==> src/rtl/uart_tx_ctrl.sv <==
// uart_tx_ctrl: UART TX frame sequencer (start, data, parity, stop).
// Optional second stop bit with `define UART_TX_STOP2_EN.
module uart_tx_ctrl #(
  parameter int IN_WIDTH = 8
) (
  input  logic       CLK,
  input  logic       RST,
  input  logic       DATA_VALID,
  input  logic       PAR_EN,
`ifdef UART_TX_STOP2_EN
  input  logic       STOP2,
`endif
  output logic       ser_load,
  output logic       ser_en,
  output logic [1:0] mux_sel,
  output logic       BUSY,
  output logic       frame_done
);

  localparam int CNT_W =
    (IN_WIDTH > 1) ? $clog2(IN_WIDTH) : 1;
  localparam logic [CNT_W-1:0] CNT_LAST =
    CNT_W'(IN_WIDTH - 1);

  typedef enum logic [2:0] {
    S_IDLE   = 3'd0,
    S_START  = 3'd1,
    S_DATA   = 3'd2,
    S_PARITY = 3'd3,
`ifdef UART_TX_STOP2_EN
    S_STOP   = 3'd4,
    S_STOP2  = 3'd5
`else
    S_STOP   = 3'd4
`endif
  } state_t;

  state_t           state_q, state_d;
  logic [CNT_W-1:0] bit_cnt_q, bit_cnt_d;
  logic             par_en_q, par_en_d;
  logic [1:0]       mux_sel_q, mux_sel_d;
  logic             busy_q, busy_d;
  logic             ser_en_q, ser_en_d;
  logic             done_q, done_d;
`ifdef UART_TX_STOP2_EN
  logic             stop2_q, stop2_d;
`endif

  // Load strobe is combinational so it matches DATA_VALID && !BUSY
  assign ser_load = DATA_VALID & (state_q == S_IDLE);

  // Next-state, bit counter and per-frame option latching
  always_comb begin
    state_d   = state_q;
    bit_cnt_d = '0;
    par_en_d  = par_en_q;
`ifdef UART_TX_STOP2_EN
    stop2_d   = stop2_q;
`endif
    case (state_q)
      S_IDLE: begin
        if (DATA_VALID) begin
          state_d  = S_START;
          par_en_d = PAR_EN;
`ifdef UART_TX_STOP2_EN
          stop2_d  = STOP2;
`endif
        end
      end
      S_START: state_d = S_DATA;
      S_DATA: begin
        if (bit_cnt_q == CNT_LAST) begin
          state_d = par_en_q ? S_PARITY : S_STOP;
        end else begin
          bit_cnt_d = bit_cnt_q + CNT_W'(1);
        end
      end
      S_PARITY: state_d = S_STOP;
`ifdef UART_TX_STOP2_EN
      S_STOP:  state_d = stop2_q ? S_STOP2 : S_IDLE;
      S_STOP2: state_d = S_IDLE;
`else
      S_STOP:  state_d = S_IDLE;
`endif
      default: state_d = S_IDLE;
    endcase
  end

  // Output decode of the next state, registered for glitch-free mux
  always_comb begin
    mux_sel_d = 2'b01;
    busy_d    = 1'b1;
    ser_en_d  = 1'b0;
    done_d    = 1'b0;
    case (state_d)
      S_IDLE:   busy_d = 1'b0;
      S_START:  mux_sel_d = 2'b00;
      S_DATA: begin
        mux_sel_d = 2'b10;
        ser_en_d  = 1'b1;
      end
      S_PARITY: mux_sel_d = 2'b11;
`ifdef UART_TX_STOP2_EN
      S_STOP:   done_d = ~stop2_d;
      S_STOP2:  done_d = 1'b1;
`else
      S_STOP:   done_d = 1'b1;
`endif
      default:  busy_d = 1'b0;
    endcase
  end

  // FSM state, counter and registered outputs
  always_ff @(posedge CLK or negedge RST) begin
    if (!RST) begin
      state_q   <= S_IDLE;
      bit_cnt_q <= '0;
      par_en_q  <= 1'b0;
      mux_sel_q <= 2'b01;
      busy_q    <= 1'b0;
      ser_en_q  <= 1'b0;
      done_q    <= 1'b0;
`ifdef UART_TX_STOP2_EN
      stop2_q   <= 1'b0;
`endif
    end else begin
      state_q   <= state_d;
      bit_cnt_q <= bit_cnt_d;
      par_en_q  <= par_en_d;
      mux_sel_q <= mux_sel_d;
      busy_q    <= busy_d;
      ser_en_q  <= ser_en_d;
      done_q    <= done_d;
`ifdef UART_TX_STOP2_EN
      stop2_q   <= stop2_d;
`endif
    end
  end

  assign mux_sel    = mux_sel_q;
  assign BUSY       = busy_q;
  assign ser_en     = ser_en_q;
  assign frame_done = done_q;

endmodule

==> config.mk <==
export PLATFORM = sky130hd
export DESIGN_NAME = uart_tx_ctrl
export DESIGN_NICKNAME = d
export VERILOG_FILES = /design/src/rtl/uart_tx_ctrl.sv
export SDC_FILE = /design/constraint.sdc
export NUM_CORES = 1
export LEC_CHECK = 0
export CAP_MARGIN = 10
export CORE_UTILIZATION = 40
export CTS_CLUSTER_DIAMETER = 200
export DETAILED_ROUTE_END_ITERATION = 6
export PLACE_DENSITY_LB_ADDON = 0.1
export SYNTH_ARGS = -nofsm -noshare
export SYNTH_HDL_FRONTEND = slang
export SYNTH_SLANG_ARGS = --single-unit
export TNS_END_PERCENT = 30
==> constraint.sdc <==
create_clock -name CLK -period 4.1 [get_ports CLK]
set_input_delay 0.41 -clock CLK [delete_from_list [all_inputs] [get_ports CLK]]
set_output_delay 0.41 -clock CLK [all_outputs]
set_load 0.02 [all_outputs]
# == Word level (Yosys, flattened, before mapping) ==
# Cells that the tools add are included.
# totals
regBits,12
inputBits,4
output_inout_bits,6
word_cells,30
# classes
addsub,1
n_eq_ne,8
n_mux,10
n_bitwise,1
reduce_logical,3
# ops
op,count
two-way mux 3 bit,5
== test 3 x 2 -> 1 bit (second input constant),4
case mux 3 bit (4 select lines),1
== test 3 x 1 -> 1 bit (second input constant),2
== test 3 bit (second input constant),2
case mux 2 bit (3 select lines),1
OR reduction 4 bit,1
adder 3 x 1 -> 3 bit (second input constant),1
zero test 3 bit,1
two-way mux 1 bit,3
AND reduction 2 bit,1
bitwise AND 1 bit,1

# == Longest topological paths before layout ==
# Gate-level depths: netlist of run 1.
# depth
ltp_word,6
mapped_depth,6
ltp_nobuf,6

# == Worst setup path after synthesis of run 1 ==
# No wires, ideal clock.
# synth_path
kind,register -> register
startpoint,register state_q[1]
endpoint,register par_en_q
setup_time_ps,125
t_arrival_ps,1522
t_required_ps,3975
setup_slack_ps,2453
path_stages_with_launch,4
path_buffers,0
cell_sequence,dfrtp_1 -> nand2b_1 -> nor3_1 -> mux2_2
# synth_between
elab_chain_len,2
# synth_rtl
item,line_no,rtl
from (decl),38,"state_t state_q, state_d;"
from (signal assigned),127,state_q <= state_d;
zero test 3 bit,60,case (state_q)
AND reduction 2 bit (no source line),-,
to (signal assigned),129,par_en_q <= par_en_d;
to (decl),40,"logic par_en_q, par_en_d;"
# No other way between the ends.
# A chain may end at the register's enable or synchronous reset.

# == Worst setup path after layout of run 1 ==
# layout_path
startpoint,input port DATA_VALID
endpoint,output port ser_load
# layout_between
elab_chain_len,1
# layout_rtl
item,line_no,rtl
from (decl),8,"input logic DATA_VALID,"
bitwise AND 1 bit,50,assign ser_load = DATA_VALID & (state_q == S_IDLE);
to (decl),13,"output logic ser_load,"
# No other way between the ends.

==> results of run 1 <==
[cells in the final DEF (no fill, tap or decap)]
master / instances
nor2b_1: 3
inv_1: 1
xnor2_1: 1
o21ai_0: 1
and3b_1: 2
and2_1: 1
a211oi_2: 1
dfrtp_1: 11
nor4_1: 1
o21bai_2: 1
nor3_1: 3
clkbuf_8: 1
and2b_1: 1
dfstp_2: 1
o21bai_1: 1
clkdlybuf4s50_1: 9
clkbuf_4: 3
a211o_1: 1
nand3_2: 1
a21oi_1: 2
ha_1: 3
nand2b_1: 2
mux2_2: 1
nand2_1: 1
nor2_1: 4
[registers in the layout (all words and copies together), names as in the netlist]
| name | flops |
|---|---|
| state_q | 3 |
| ser_en | 1 |
| frame_done | 1 |
| par_en_q | 1 |
| bit_cnt_q | 3 |
| BUSY | 1 |
| mux_sel | 2 |
[kinds of logic after synthesis]
kind of cell / Yosys count / synth area share [%]
compound gates: 7 / 10.2
xor+xnor: 1 / 1.62
fa+ha+maj: 3 / 6.95
mux: 1 / 2.08
simple gates: 19 / 20.8
flops: 12 / 55.8
buf+inv: 3 / 2.55
[synth_stat cells (all sizes together)]
cell,number
dfrtp,11
nor2,4
ha,3
nor2b,3
nor3,3
a21oi,2
and3b,2
buf,2
nand2b,2
o21bai,2
a211o,1
a211oi,1
and2,1
and2b,1
dfstp,1
inv,1
mux2,1
nand2,1
nand3,1
nor4,1
o21ai,1
xnor2,1
[layer usage]
layer	share of wire [%]	GRT usage, %
met2	53	27.9
met3	3.5	5.20
met1	43	17.4
met5	0	0
met4	0.77	7.76
[area by class of cell]
| cell class | count | area (µm²) |
|---|---|---|
| multi-input combinational | 31 | 225 |
| sequential | 12 | 302 |
| fill | 104 | 512 |
| inverter | 1 | 3.75 |
| timing repair buffer | 9 | 90.1 |
| clock buffer | 4 | 36.3 |
| tap | 14 | 17.5 |
[power breakdown]
group          total [mW]  internal (mW)  switching, mW
Clock              0.0926         0.0539         0.0387
Combinational       0.189         0.0989         0.0904
Sequential          0.207          0.166         0.0416
[worst paths after layout]
path	slack, ns	to	start	cells past startpoint
max in group asynchronous	3.26	mux_sel[0]	RST	1
worst max register to register	2.54	BUSY	bit_cnt_q[0]	5
min in group CLK	0.60	bit_cnt_q[0]	bit_cnt_q[0]	2
worst max-delay path	1.80	ser_load	DATA_VALID	4
worst min-delay path	0.48	bit_cnt_q[0]	RST	1
worst min register to register	0.60	bit_cnt_q[0]	bit_cnt_q[0]	2
[worst max-delay path: cells and delay by family]
kind,cells,cell delay [ns]
buf+inv,2,1.15
simple gates,2,0.32
==> metrics.yaml, run 1 <==
critical_path:
  max_stage_delay_ns: 0.66
  start_kind: "input pin"
  path_max_fanout: 2
  cp_cell_sequence: "clkdlybuf4s50_1 -> nand2b_1 -> nor3_1 -> clkdlybuf4s50_1"
  end_kind: "primary output"
  critPathKind: "input pin to primary output"
  worstPathRequired_ns: 3.69
  cp_common_cell: "clkdlybuf4s50_1"
  critPathSlowestCell: "clkdlybuf4s50_1"
  worst_ep_arrival_time_ns: 1.89
clock_tree:
  post_cts_buffers: 0
  cts_max_path_buffers: 2
  clockRootBuffer: "clkbuf_4"
  cts_buffers: 3
  clkTransAtPathRegs_ns: 0.08
  h-tree-depth: 1
  cts_sinks: 12
  cts_tree: "built"
  clkLatencyLatePin_ns: 0.27
  cts_resized: 0
  holdBufCountCts: 0
run_status:
  outcome: "complete, no violations"
detailed_routing:
  viasPerCell: 5.31
  remaining_drc_errors: 0
  firstDrtPassIters: 4
  final_antenna_net_count: 0
  drt_iter0_drc: 6
  wl_um: 905
  dr_total_vias: 377
  wire_per_inst_um: 12.7
synth:
  post-synth-top-area-cell: "dfrtp_1"
  syn_area_per_cell_um2: 11.8
  ys_types: 23
  ys_warn_count: 0
  synth_cells: 46
  syn_area_um2: 541
  synth_top_area_share_pct: 50.9
  synth_area_leaders: "dfrtp_1, ha_1, dfstp_2, nor2b_1, and3b_1"
  synth_seq_cells: 12
  synth_fp_nets: 53
  yosysSeqAreaShare_pct: 55.8
grt:
  grt.overflow.total: 0
  grt_util_all_layers_pct: 16.1
  grt_pass1_wl_mm: 1.55
  grt_pass1_vias: 375
  antenna_found_initial: 0
  grt_max_degree: 13
layout:
  antenna_cells: 0
  design_area_um2: 674
  area_growth_pct: 24.8
  instances_no_fill: 71
  nets: 65
  post-route-util_pct: 56.9
  drive_above_1_share_pct: 15.8
placed_design:
  place_ws_ns: 1.82
  place.gp.congestion: 0.766
  placed_area_um2: 638
  port_buffers: 9
  dp.cells: 67
  hpwlAfterDp_um: 677
sta:
  slew_violations: 0
  timing.final.crit_share_pct: 56.1
  whs_ns: 0.480
  setup_viol: 0
  relSlewSlack_pct: 65.6
  timing.final.crit_period_ns: 2.30
  rsz0062_at_grt: "no"
  fmax_mhz: 435
  finalClockSkew_ns: 0.00292
  worstMarginPinSlew_ns: 0.514
  final.setup.tns_ns: 0
  fin_ws_ns: 1.80
  final_hold_viol_count: 0
floorplan:
  dieWidth_um: 38.8
  start_util_pct: 45.6
  fp.dieH_um: 38.8
  row_count: 12
  ios: 10
  die_area_mm2: 0.00150
  core_area_mm2: 0.00119
power:
  powerDensity_mw_per_mm2: 725
  p_leak_nw: 0.336
  peakVddDrop_mv: 0.275
  total_power_mw: 0.489
flow_run:
  maxCapViolCount: 0
min_path:
  hold_class: "input pin to async pin"
Note: power is estimated with default switching activity, not from simulation.
==> run 2, diff against run 1 <==
Clock period 4.1 ns to 2.3 ns, I/O delays scaled along.
==> results of run 2 <==
The final DEF is identical to that of run 1. Status: complete, no violations.
Among the figures that moved: setup slack after placement 1.82 ns -> 0.379 ns; setup slack after layout 1.80 ns -> 0.233 ns; hold slack 0.480 ns -> 0.300 ns; start point of the critical path DATA_VALID -> state_q[1]; register-to-register setup slack 2.54 ns -> 0.74 ns; total power 0.489 mW -> 0.872 mW; worst IR drop on VDD 0.275 mV -> 0.490 mV
